[src/rtl/rx_shift_register.sv]
// rx_shift_register: UART-style serial receiver (start, 8 data bits MSB first, stop).
// Synchronises the line, samples each bit mid-period, checks framing and
// hands the byte to the consumer with a valid/ack handshake.
module rx_shift_register #(
    parameter int CLKS_PER_BIT = 16
) (
    input  logic       clk,
    input  logic       reset,
    input  logic       rx_sr_in,
    input  logic       rx_ack,
    output logic [7:0] rx_data,
    output logic       rx_valid,
    output logic       rx_busy,
    output logic       rx_frame_err,
    output logic       rx_overrun
);

    localparam int HALF_BIT = CLKS_PER_BIT / 2;
    localparam int CW       = $clog2(CLKS_PER_BIT);

    localparam logic [2:0] S_IDLE  = 3'd0;
    localparam logic [2:0] S_START = 3'd1;
    localparam logic [2:0] S_DATA  = 3'd2;
    localparam logic [2:0] S_STOP  = 3'd3;
    localparam logic [2:0] S_BREAK = 3'd4;

    logic          r_meta;
    logic          r_sync;
    logic [2:0]    r_state;
    logic [CW-1:0] r_cnt;
    logic [2:0]    r_bit;
    logic [7:0]    r_shift;

    logic w_rx_s;
    logic w_half_done;
    logic w_bit_done;

    assign w_rx_s      = r_sync;
    // Start sample lands HALF_BIT edges after the start edge; later samples are a full bit apart.
    assign w_half_done = (r_cnt == CW'(HALF_BIT - 1));
    assign w_bit_done  = (r_cnt == CW'(CLKS_PER_BIT - 1));
    assign rx_busy     = (r_state != S_IDLE);

    // Two-flop synchroniser; resets to the idle-high line level so reset never looks like a start bit.
    always_ff @(posedge clk or posedge reset) begin
        if (reset) begin
            r_meta <= 1'b1;
            r_sync <= 1'b1;
        end else begin
            r_meta <= rx_sr_in;
            r_sync <= r_meta;
        end
    end

    // Receive FSM with bit/cycle counters, output register and handshake.
    always_ff @(posedge clk or posedge reset) begin
        if (reset) begin
            r_state      <= S_IDLE;
            r_cnt        <= '0;
            r_bit        <= '0;
            r_shift      <= '0;
            rx_data      <= '0;
            rx_valid     <= 1'b0;
            rx_frame_err <= 1'b0;
            rx_overrun   <= 1'b0;
        end else begin
            rx_frame_err <= 1'b0;
            rx_overrun   <= 1'b0;
            // A good-frame completion below takes priority over the ack clear.
            if (rx_ack)
                rx_valid <= 1'b0;

            case (r_state)
                S_IDLE: begin
                    r_cnt <= '0;
                    if (!w_rx_s)
                        r_state <= S_START;
                end
                S_START: begin
                    if (w_half_done) begin
                        r_cnt <= '0;
                        if (!w_rx_s) begin
                            r_state <= S_DATA;
                            r_bit   <= 3'd0;
                        end else begin
                            // Line went back high: glitch, drop it silently.
                            r_state <= S_IDLE;
                        end
                    end else begin
                        r_cnt <= r_cnt + CW'(1);
                    end
                end
                S_DATA: begin
                    if (w_bit_done) begin
                        r_cnt   <= '0;
                        r_shift <= {r_shift[6:0], w_rx_s};
                        if (r_bit == 3'd7)
                            r_state <= S_STOP;
                        else
                            r_bit <= r_bit + 3'd1;
                    end else begin
                        r_cnt <= r_cnt + CW'(1);
                    end
                end
                S_STOP: begin
                    if (w_bit_done) begin
                        r_cnt <= '0;
                        if (w_rx_s) begin
                            rx_data    <= r_shift;
                            rx_valid   <= 1'b1;
                            rx_overrun <= rx_valid && !rx_ack;
                            r_state    <= S_IDLE;
                        end else begin
                            rx_frame_err <= 1'b1;
                            r_state      <= S_BREAK;
                        end
                    end else begin
                        r_cnt <= r_cnt + CW'(1);
                    end
                end
                S_BREAK: begin
                    // Held-low line must return high before a new start is accepted.
                    if (w_rx_s)
                        r_state <= S_IDLE;
                end
                default: r_state <= S_IDLE;
            endcase
        end
    end

endmodule

[config.mk]
export PLATFORM = sky130hd
export DESIGN_NAME = rx_shift_register
export DESIGN_NICKNAME = d
export VERILOG_FILES = /design/src/rtl/rx_shift_register.sv
export SDC_FILE = /design/constraint.sdc
export NUM_CORES = 1
export LEC_CHECK = 0
export CAP_MARGIN = 5
export CORE_ASPECT_RATIO = 0.8
export CORE_UTILIZATION = 55
export DETAILED_ROUTE_END_ITERATION = 12
export HOLD_SLACK_MARGIN = 0.08
export PLACE_DENSITY = 0.74
export SETUP_SLACK_MARGIN = 0.4
export SYNTH_ARGS = -nofsm -noshare
export SYNTH_HDL_FRONTEND = slang
export SYNTH_SLANG_ARGS = --single-unit
[constraint.sdc]
create_clock -name clk -period 4.9 [get_ports clk]
set_input_delay 0.98 -clock clk [delete_from_list [all_inputs] [get_ports clk]]
set_output_delay 0.98 -clock clk [all_outputs]
set_load 0.1 [all_outputs]
==> results.md <==
* Antenna violations before repair at 0
* Multi-input gate area at between 500 and 600 µm²
* Post-synthesis sequential area ratio at between 50% and 60%
* Min-Delay Path Depth at 0
* Initial core utilization at 61.4%
* Peak VDD IR at 0.307 mV
* Top cells by instance count after synthesis: 29 x dfrtp_1, 17 x mux2_2, 5 x nand2_1
* Launch instance of the worst register-to-register path: r_cnt[0]$_DFFE_PP0P_
* Number of diodes added for antenna fixing at 0
* Min cycle time layout at between 3000 and 4000 ps
* Relative slew margins at ~27%
* Clock insertion delay at the later pin of the skew report at roughly 320 ps
* Net Sw Power at between 200 and 250 µW
* Detailed Routing Iterations Pass 1 at 4
* Portion of the clock cycle consumed by the worst path in the final layout at between 60% and 70%
* Clock buffers created by TritonCTS at 5
* Most used flip-flop cell after synthesis: dfrtp_1
* Number of enable-type register cells in the synthesized netlist at 0
* CP Data Required Time at slightly below 4000 ps
* Peak fanout along the critical path at 13
* Final hold violations at 0
* Routed WL per cell at 14.2 µm
* Final Max Slew Viols at 0
* Ys Warns at 0
* Cell-by-cell listing of the critical path: nor2_1 > nand2_1 > clkdlybuf4s50_1
* Combinational fraction of design power at a little under a quarter
* Post-synth top area cell: dfrtp_1
* Buffers added on ports at 15
* Detailed-route wire length at around 2.2 mm
* Hold/Removal Path Class: reg -> reg
* Depth of the worst register-to-register path at 4
* Last weighted congestion value of the routability-driven placer at approximately 0.86
* Ratio of cells with drive above 1 in the final layout at roughly 25%
* Worst Setup Slack post-DPL at 1880 ps
* Finished Cell Area at 0.00161 mm²
* Master cell of the clock root buffer: clkbuf_4
* Fill cell count at roughly 180
* Clock transition time at the flip-flop clock pins of the worst setup and hold paths at 100 ps
* Total nets after synthesis at 113
* DRC violation total after the first TritonRoute iteration at 19
* FF-to-FF End: r_shift[0]$_DFFE_PP0P_
* Switching share of power at about a third
* Post-cts gate resize count at 0
* Critical path's largest stage delay at about 1100 ps
* Cell area power density at between 300 and 400 mW/mm²
* I/O pin count at 16
* Area post-placement at roughly 0.0016 mm²
* Reg2reg setup slack at around 3000 ps
* Number of antenna-violating nets in the routed design at 0
* Synth-to-layout area growth at 15.1%
* HP Start: r_meta$_DFF_PP1_
* Number of nets at the end of the flow at 128
* Clock Sink Count at 31
* Async SR Flop Fraction at 100%
* Startpoint type of the worst setup path: flop
* Number of violations of the max-capacitance limit at 0
* Setup WS post-layout at between 1500 and 2000 ps
* Clk network pwr share at between 20% and 30%
* TritonCTS clock tree: done
* Std cell rows at 15
* H-Tree Level Count at 2
* Data arrival time of the critical path at ~2400 ps
* Largest net degree at the start of global routing at 32
* Avg Inst Size Synth at approximately 13 µm²
* Setup repair after global routing missed its margin: no
* Setup fix buffers added after clock tree synthesis at 0
* Die area at around 0.0027 mm²
* Die H at around 47 µm
* Vias after detailed routing at 877
* Top cells by area, synth: dfrtp_1 52%, mux2_2 14%, dfstp_2 3.8%, ha_1 2.7%, nor4b_1 1.9%
* Number of remaining DRC errors at 0
* Global-route usage over all layers at 18.3%
* Hold worst-path end: r_sync$_DFF_PP1_
* Global-route wire length before repair at 3.53 mm
* Yosys reg bits at 31
* Timing-limited maximum frequency at between 200 and 300 MHz
* Synthesized area at 0.00140 mm²
* Kind of critical path: reg -> out
* Final HPWL DP at 1.51 mm
* Worst setup skew after layout at 16.1 ps
* Number of hold-repair buffers added at the cts stage at 0
* Endpoint kind of the worst setup timing path: output pin
* Chip Width at 58.3 µm
* Number of global-route vias before repair at about 780
* Global route overflow at 0
* Per-cell via count in the routed design at around 5.6
* Number of unique standard cell types used by synthesis at 38
* Standard cell with the maximum stage delay on the critical path: clkdlybuf4s50_1
* Share of the synthesized area in the top cell type at 52.0%
* Final number of setup-violating endpoints at 0
* Leakage power summed over all cells at approximately 0.74 nW
* Total Negative Setup Slacks at 0 ps
* Result of the run: finished, final reports clean
* Maximum count of clock buffers along a single path at 2
* Proportion of power drawn by flip-flops and latches at between 50 and 60%
* Int Power at between 400 and 500 µW
* Most used standard cell by instance count after synthesis: dfrtp_1
* Worst Tran Pin Value at 1090 ps
* Post-Syn Instances at 106
* Register area at 778 µm²
* Core box area at 0.00227 mm²
## power groups by stage
stage	Clock [mW]	Combinational (mW)	Sequential (mW)
after floorplan	0	0.154	0.317
after global placement	0	0.144	0.351
after detailed placement	0	0.145	0.353
after CTS	0.139	0.145	0.348
after global routing	0.148	0.158	0.356
final	0.132	0.144	0.349
## logic make-up (layout without fill, tap and decap cells)
logic type,Yosys count,in the layout,synth area share (%)
DFF,31,31,55.8
AOI/OAI and AO/OA,20,20,10.6
muxes,17,17,13.7
and+or+nand+nor,24,24,13.5
xor gates and xnor gates,1,1,0.628
buffers and inverters,10,26,3.05
adders and majority gates,3,3,2.69
## flip-flops by register name, summed over array words and instances, names as in the netlist
name / count
r_state: 3
r_meta: 1
rx_overrun: 1
r_cnt: 4
r_sync: 1
r_bit: 3
rx_data: 8
r_shift: 8
rx_frame_err: 1
rx_valid: 1
## per-stage QoR
stage                     hold slack, ps  cells  util (%)  total power [mW]
after global placement               350    148      68.5             0.495
after detailed placement             347    148      68.5             0.498
after CTS                            365    156      70.7             0.632
final                                362    156      70.7             0.625
after floorplan                      345    106         -             0.471
after global routing                 366    156      70.7             0.662
## cells in the final DEF (no fill, tap or decap), types with 2 or more instances in the layout
cell type        netlist  routed
mux2_2                17      17
o21ai_0                3       3
ha_1                   3       3
dfstp_2                2       2
a21oi_1                3       3
nand2_1                5       5
clkbuf_4               0       5
a22o_1                 2       2
inv_1                  3       3
dfrtp_1               29      29
clkbuf_1               3       3
a311oi_1               2       2
nor4b_1                3       3
clkdlybuf4s50_1        0      15
nor2_1                 3       3
## worst max-delay path: cells and delay by family (launching register included)
kind | cells | cell delay [ps]
AND/OR/NAND/NOR | 2 | 310
flip-flops | 1 | 650
buffers and inverters | 1 | 1120
## metal layers
layer	global-route usage (%)	share of wire, %	vias up
met5	0	0	-
met4	8.57	1.0	0
met3	6.61	4.2	4
met2	27.1	44	24
met1	24.6	51	427
li1	-	-	422
## worst max path at each step
stage / from / end / slack [ps] / cells past startpoint
floorplan: r_state[1]$_DFFE_PP0P_ / rx_busy / 2530 / 3
global placement: r_state[0]$_DFFE_PP0P_ / rx_busy / 1930 / 3
detailed placement: r_state[0]$_DFFE_PP0P_ / rx_busy / 1880 / 3
CTS: r_state[0]$_DFFE_PP0P_ / rx_busy / 1490 / 3
global route: r_state[0]$_DFFE_PP0P_ / rx_busy / 1410 / 3
finish: r_state[0]$_DFFE_PP0P_ / rx_busy / 1510 / 3
## final cells by class
cell class | count | share of cell area, %
Tap cell | 34 | 2.65
Clock buffer | 8 | 3.04
Multi-Input combinational cell | 65 | 35.8
Inverter | 3 | 0.701
Timing Repair Buffer | 15 | 9.35
Sequential cell | 31 | 48.5
No activity file was read; power rests on OpenSTA's default activity.
